===== src/rtl/g_ibuf_filt.sv =====
// rtl/g_ibuf_filt.sv - clocked input buffer: pin synchronizer, qualified-sample glitch filter, edge strobes
module g_ibuf_filt #(
  parameter int SYNC_STAGES = 2,
  parameter int FILT_CYC    = 4,
  parameter bit RST_VAL     = 1'b0
) (
  input  logic CLK,
  input  logic RSTN,
  input  logic A,
  input  logic CE,
  output logic Y,
  output logic RISE,
  output logic FALL,
  output logic BUSY
);

  localparam int CW = $clog2(FILT_CYC + 1);
  localparam logic [CW-1:0] CNT_LAST = CW'(FILT_CYC - 1);

  logic [SYNC_STAGES-1:0] sync;
  logic [CW-1:0]          cnt;
  logic [CW-1:0]          cnt_nxt;
  logic                   y_nxt;
  logic                   rise_nxt;
  logic                   fall_nxt;
  logic                   s;

  assign s = sync[SYNC_STAGES-1];

  // The synchronizer runs every edge; CE only qualifies filter samples.
  always_ff @(posedge CLK or negedge RSTN) begin
    if (!RSTN) begin
      sync <= {SYNC_STAGES{RST_VAL}};
    end else begin
      sync <= {sync[SYNC_STAGES-2:0], A};
    end
  end

  // A sample equal to Y restarts the count, so only an unbroken run of
  // FILT_CYC qualified mismatching samples moves Y.
  always_comb begin
    cnt_nxt  = cnt;
    y_nxt    = Y;
    rise_nxt = 1'b0;
    fall_nxt = 1'b0;
    if (s == Y) begin
      cnt_nxt = '0;
    end else if (CE) begin
      if (cnt == CNT_LAST) begin
        y_nxt    = s;
        cnt_nxt  = '0;
        rise_nxt = s;
        fall_nxt = ~s;
      end else begin
        cnt_nxt = cnt + 1'b1;
      end
    end
  end

  always_ff @(posedge CLK or negedge RSTN) begin
    if (!RSTN) begin
      cnt  <= '0;
      Y    <= RST_VAL;
      RISE <= 1'b0;
      FALL <= 1'b0;
      BUSY <= 1'b0;
    end else begin
      cnt  <= cnt_nxt;
      Y    <= y_nxt;
      RISE <= rise_nxt;
      FALL <= fall_nxt;
      BUSY <= (cnt_nxt != '0);
    end
  end

endmodule

===== config.mk =====
export PLATFORM = sky130hd
export DESIGN_NAME = g_ibuf_filt
export DESIGN_NICKNAME = d
export VERILOG_FILES = /design/src/rtl/g_ibuf_filt.sv
export SDC_FILE = /design/constraint.sdc
export NUM_CORES = 1
export LEC_CHECK = 0
export BUFFER_PORTS_ARGS = -buffer_cell sky130_fd_sc_hd__buf_2
export CAP_MARGIN = 30
export CORE_AREA = 3 3 40 42
export DETAILED_ROUTE_END_ITERATION = 7
export DIE_AREA = 0 0 43 45
export PLACE_DENSITY_LB_ADDON = 0.15
export SYNTH_ARGS = -nofsm -noshare
export SYNTH_HDL_FRONTEND = slang
export SYNTH_SLANG_ARGS = --single-unit

===== constraint.sdc =====
create_clock -name CLK -period 1.6 [get_ports CLK]
set_clock_uncertainty 0.05 [all_clocks]
set_input_delay 0.08 -clock CLK [delete_from_list [all_inputs] [get_ports CLK]]
set_output_delay 0.08 -clock CLK [all_outputs]
set_load 0.02 [all_outputs]

---- After elaboration in Yosys (flattened, before gate mapping) ----
Cells that the tools add are included.
W data, S select, Z words.
word-level totals
  bits in registers ....................... 9
  output and inout bits ................... 4
  logic and storage cells ................. 22
cells by class
  add/subtract/negate cells ............... 1
  eq/ne operators ......................... 2
  muxes and demuxes ....................... 9
  bitwise logic cells ..................... 2
  reductions and logical operators ........ 2
operators by type and width
  kind                   count
  $mux W3                3
  $mux W1                6
  $add A3 B1 Y3 const B  1
  $eq A3 B2 Y1 const B   1
  $reduce_and A3 Y1      1
  $reduce_bool A3 Y1     1
  $not A1 Y1             2
  $eq A1 B1 Y1           1

---- Logic depth before layout (Yosys ltp) ----
Gate-level depths: netlist of the first run.
  depth after elaboration ................. 5
  mapped depth ............................ 4

---- Worst setup path before layout of the first run ----
Ideal clock, no wire load.
  path type ............................... reg2reg
  start ................................... register cnt[0]
  end ..................................... register BUSY
  arrival ................................. 1.217 ns
  path slack .............................. 0.239 ns
  stages on the path, launching flop included .. 5
  buffers on the path ..................... 0
  cells stage by stage .................... dfrtp_1 -> ha_1 -> nor2b_1 -> maj3_2 -> a211oi_1
on the way
  longest elaborated chain between the ends .. 5
  elaborated cells on any way between the ends .. 6
RTL lines
  what                                           line    text
  start, declared                                21      logic [CW-1:0] cnt;
  start signal, assigned                         68      cnt <= cnt_nxt;
  $add A3 B1 Y3 or $eq A3 B2 Y1 (tied branches)  55, 49
  $mux W3                                        49      if (cnt == CNT_LAST) begin
  $mux W3 *                                      48      end else if (CE) begin
  $mux W3 *                                      46      if (s == Y) begin
  $reduce_bool A3 Y1 *                           72      BUSY <= (cnt_nxt != '0);
  end signal, assigned                           72
  end, declared                                  14      output logic BUSY
Every way passes the cells marked *; elsewhere a longest branch is shown, timed or not.
A chain may end at the register's enable or synchronous reset.

---- Worst setup path after layout of the first run ----
Ends and elaborated chain as after synthesis.

==> run metrics, run 1 <==
Setup WS post-layout=168 ps; Ant. Diodes=0; IO Pins=8; placed cell count=52; Die W=43 µm; FF-to-FF setup slack=170 ps; reg2reg path depth=4; Pre-Repair DR Iteration Count=4; Comb pwr share=0.277; # hold bufs at CTS=2; Reg power frac=0.460; Setup TNS=0 ps; Iter 0 DRT Violations=4; syn nets=35; GR Util met1=0.0798; vias in the first global route=272; Power Internal=0.000451 W; Synthesis Warnings=0; routed len/inst=10.9 µm; Least-Margin Pin Slew=356 ps; Worst R2R Start=cnt[0]; final count of negative-setup-slack endpoints=0; hold depth=2; area grow syn2layout=27.3%; worst path arrival time=1560 ps; layout cell share with drive strength beyond 1=0.302; Std-Cell Rows=13; CP required=1730 ps; largest net degree at the start of global routing=10; via/cell ratio=4.57; Longest Clk Path Bufs=2; maxcap violations=0; min-delay src=CE; sequential area share after synthesis=0.614; Worst Setup Path Type=reg -> reg; CORE AREA=0.00128 mm²; most common cell after layout, fill and taps aside=dfrtp_1; number of remaining DRC errors=0; CTS tree=built; Max Slew Vio Count=0; input/output buffers=7; Worst Setup End Kind=flip-flop; Final Hold Fails=0; max_slew headroom=0.761; pwr dens=1410 mW/mm²; final std cells w/o fill=58; hpwl dp=456 µm; status=finished, final reports clean; HP Class=in -> reg; Root Buffer=clkbuf_4; crit start category=flip-flop; total power=0.000658 W; fin crit period=1430 ps; Max rail drop VDD=488 µV; htree depth=1; CTS clk-pin slew, worst paths=60 ps; initial core utilization=0.285; met3 Use GR=0.0757; Setup crit start=cnt[0]; first-pass GRT wire length=1090 µm; Leak Pwr=0.219 nW; switching pwr=0.000207 W; clk_lat worst skew=260 ps; GR Overflow Total=0; f_max=698 MHz; Synth cell types=16; crit-path max FO=5; Cells after Synth=30; synthesized area=367 µm²; Critical R2R Capture=BUSY; CTS Buf Count=3; RSZ-0062 raised after global routing=no; Tot GR Track Use=0.0876; initial antenna violation count=0; sw frac=0.315; met2 Use GR=0.123; Post-Route WL=630 µm; postcts setup bufs=0; setup slack after placement=156 ps; Clock Power Share=0.263; area of all placed cells without fillers=467 µm²; busiest layer in global routing=met2; sink of the worst hold path=BUSY; Die Ht=45 µm; Total Die Area=0.00194 mm²; total clock sinks=9; placed cell area=420 µm²; most frequent cells in the layout=dfrtp_1, buf_2, nand2b_1, clkbuf_4; Avg Cell Area, Syn=12.2 µm²; Final #Nets=49; GPL Wtd Cong=0.640; Tcrit/Tclk final=0.895; Synth Register Bits=9; vias=265; Post-DRT Antenna Nets=0; number of gates resized after CTS=0
-- logic make-up after synthesis --
group / count (synthesis) / synth area share
XOR/XNOR: 1 / 0.0239
flip-flops: 9 / 0.614
AND/OR/NAND/NOR: 13 / 0.208
buffers and inverters: 1 / 0.0102
adder cells (fa/ha/maj): 2 / 0.0648
AO/OA/AOI/OAI: 3 / 0.0478
multiplexers: 1 / 0.0307
-- power groups by stage --
stage | Clock (W) | Sequential [W] | Combinational (W)
3_3_place_gp | 0 | 0.000304 | 0.000174
6_report | 0.000173 | 0.000303 | 0.000182
2_1_floorplan | 0 | 0.000332 | 0.0000999
4_1_cts | 0.000183 | 0.000302 | 0.000186
3_5_place_dp | 0 | 0.000306 | 0.000182
5_1_grt | 0.000200 | 0.000309 | 0.000204
-- state kept, by name (all words and copies together) (netlist names) --
register and count:
BUSY 1, sync 2, RISE 1, FALL 1
Y 1, cnt 3
-- stage by stage --
stage	utilization	hold slack (ps)
floorplan	-	-266
global placement	0.327	-114
detailed placement	0.327	-113
CTS	0.363	14.8
global route	0.363	38.8
finish	0.363	21.5
-- critical path, stage by stage (launching register included) --
cell,delay [ps]
dfrtp_1,410
ha_1,310
nor2b_1,60
maj3_2,300
a211oi_1,220
-- cell type report --
class	count	area, µm²
tap	15	18.8
sequential	9	225
fill	137	818
timing repair buffer	9	55.1
clock buffer	4	26.3
inverter	1	3.75
multi-input combinational	20	138
-- layer usage --
metal / routed length [µm] / part of all wire / up-vias
met5: 0 / 0 / -
met4: 25 / 0.040 / 0
met3: 76 / 0.12 / 4
met2: 287 / 0.46 / 11
met1: 240 / 0.38 / 120
li1: - / - / 130
-- cell usage after synthesis --
cell / count / area (µm²)
inv_2: 1 / 3.75
a21oi_1: 2 / 10.0
maj3_2: 1 / 11.3
nor4b_1: 2 / 17.5
nand3b_1: 1 / 7.51
ha_1: 1 / 12.5
nor2b_1: 1 / 6.26
a211oi_1: 1 / 7.51
nand2b_1: 3 / 18.8
mux2_2: 1 / 11.3
nor4_1: 1 / 6.26
nand2_1: 2 / 7.51
nor2_1: 2 / 7.51
xnor2_1: 1 / 8.76
nand3_1: 1 / 5.00
dfrtp_1: 9 / 225
-- worst max path at each step --
| stage | to | slack, ps | cells past startpoint |
|---|---|---|---|
| after floorplan | BUSY | 240 | 4 |
| after global placement | BUSY | 210 | 4 |
| after detailed placement | BUSY | 160 | 4 |
| after CTS | BUSY | 150 | 4 |
| after global routing | BUSY | 40 | 4 |
| final | BUSY | 170 | 4 |
(Power assumes the default switching activity.)
==> run 2: changes to the inputs <==
clock period = 1.2 ns   (was 1.6 ns; I/O delays follow)
==> run 2 against run 1 <==
  * Final area increased by 14%
  * Worst hold slack improved by 21 ps
  * Die area unchanged
  * The run now ends with setup timing left
  * Total power increased by 51%
==> run metrics, run 2 (synthesis gave the netlist of run 1 again) <==
status=complete, but fails checks; failing checks=setup timing; Total Die Area=0.00194 mm² (unchanged); Iter 0 DRT Violations=5 (+1); Ant. Diodes=0 (unchanged); area grow syn2layout=44.7%; Leak Pwr=0.248 nW (+14%); input/output buffers=7 (unchanged); Post-DRT Antenna Nets=0 (unchanged); sw frac=0.317 (+0.00250); final count of negative-setup-slack endpoints=1 (+1); vias=294 (+11%); first-pass GRT wire length=1140 µm (+4.4%); most common cell after layout, fill and taps aside=dfrtp_1; CP required=1330 ps (-400 ps); routed len/inst=11.6 µm (+6.8%); most frequent cells in the layout=dfrtp_1, buf_2, buf_4, nand2b_1, clkbuf_4; hpwl dp=486 µm (+6.4%); initial antenna violation count=0 (unchanged); Die Ht=45 µm (unchanged); total power=0.000992 W (+51%); worst-path cell chain=ha_4 > nor2b_2 > maj3_2 > a211oi_2; vias in the first global route=272 (unchanged); max_slew headroom=0.721 (-0.0403); slowest CP cell=dfrtp_1; Setup WS post-layout=-135 ps (-303 ps); Die W=43 µm (unchanged); cell family with most CP delay=adder cells; Final #Nets=53 (+8.2%); IO Pins=8 (unchanged); slowest stage delay, CP=410 ps (about the same); Root Buffer=clkbuf_4; final std cells w/o fill=62 (+6.9%); FF-to-FF setup slack=-140 ps (-300 ps); initial core utilization=0.285 (unchanged); total clock sinks=9 (unchanged); placed cell count=55 (+5.8%); fin crit period=1340 ps (-96.9 ps); Tot GR Track Use=0.0901 (+0.00245); pwr dens=1870 mW/mm² (+33%); Max rail drop VDD=627 µV (+28%); Tcrit/Tclk final=1.11 (+0.218); Std-Cell Rows=13 (unchanged); Comb pwr share=0.357 (+0.080); Clock Power Share=0.233 (-0.030); largest net degree at the start of global routing=10 (unchanged); Post-Route WL=719 µm (+14%); maxcap violations=0 (unchanged); layout cell share with drive strength beyond 1=0.468 (+0.166); htree depth=1 (unchanged); Reg power frac=0.411 (-0.049); GR Overflow Total=0 (unchanged); clk_lat worst skew=260 ps (about the same); crit-path max FO=2 (-3); CTS clk-pin slew, worst paths=60 ps (about the same); RSZ-0062 raised after global routing=yes; Least-Margin Pin Slew=416 ps (+60.0 ps); number of remaining DRC errors=0 (unchanged); GPL Wtd Cong=0.670 (+4.7%); switching pwr=0.000315 W (+52%); crit start category=flip-flop; Worst Setup End Kind=flip-flop; top flop regs=cnt x3, sync x2; Buf/Inv on CP=0 (unchanged); Longest Clk Path Bufs=2 (unchanged); worst path arrival time=1460 ps (-100 ps); Pre-Repair DR Iteration Count=4 (unchanged); HP Class=in -> reg; Power Internal=0.000677 W (+50%); Worst Setup Path Type=reg -> reg; Max Slew Vio Count=0 (unchanged); via/cell ratio=4.74 (+3.8%); most flop-heavy register=cnt; f_max=749 MHz (+7.3%); CTS Buf Count=3 (unchanged); CORE AREA=0.00128 mm² (unchanged); CTS tree=built; Final Hold Fails=0 (unchanged); max reg flops=3 (unchanged)
[run 2: cell types whose count changed in the layout (fill, tap and decap cells not counted), sizes merged]
cell  delta
buf      +4
[run 2: area by class of cell]
| class | instances | area (µm²) |
|---|---|---|
| clock buffer | 4 | 26.3 |
| fill | 125 | 754 |
| inverter | 1 | 3.75 |
| multi-input combinational | 20 | 171 |
| sequential | 9 | 225 |
| tap | 15 | 18.8 |
| timing repair buffer | 13 | 85.1 |
[run 2: worst register-to-register path, stage by stage, from the launching register on]
cell	delay [ps]
dfrtp_1	410
ha_4	280
nor2b_2	40
maj3_2	300
a211oi_2	180
[run 2: power groups by stage]
| stage | Combinational [W] | Sequential (W) | Clock, W |
|---|---|---|---|
| 6_report | 0.000354 | 0.000408 | 0.000231 |
| 5_1_grt | 0.000391 | 0.000411 | 0.000264 |
| 4_1_cts | 0.000332 | 0.000406 | 0.000242 |
| 3_3_place_gp | 0.000288 | 0.000397 | 0 |
| 3_5_place_dp | 0.000297 | 0.000401 | 0 |
| 2_1_floorplan | 0.000145 | 0.000443 | 0 |
[run 2: through the flow]
stage | area [µm²] | util | TNS [ps] | setup WS, ps | hold WS, ps
final | 531 | 0.413 | -135 | -135 | 42.1
after floorplan | 372 | - | -148 | -109 | -286
after global placement | 448 | 0.349 | -113 | -97.0 | -134
after detailed placement | 448 | 0.349 | -169 | -139 | -130
after CTS | 517 | 0.402 | -161 | -141 | 11.9
after global routing | 531 | 0.413 | -258 | -193 | 44.5
[run 2: routing by layer]
layer  vias up  track usage  part of all wire
met4         0       0.0723             0.019
met3         2       0.0757             0.099
met2         9        0.129              0.48
met1       143       0.0821              0.40
met5         -            0                 0
li1        140            -                 -
[run 2: repair_timing]
action | 4_1_cts | 5_1_grt
pin swaps | 1 | 1
setup buffers | 1 | 0
setup endpoints to repair | 2 | 3
endpoints found under the hold margin | 10 | 0
cloned | 0 | 0
resized for setup | 3 | 4
hold buffers | 2 | 0
[run 2: final timing paths]
kind	startpoint	end	cells after the start
worst max-delay path	cnt[0]	BUSY	4
worst min-delay path	CE	BUSY	2
worst max register to register	cnt[0]	BUSY	4
worst min register to register	sync[0]	sync[1]	0
max in group asynchronous	RSTN	cnt[0]	2
min in group asynchronous	RSTN	FALL	2
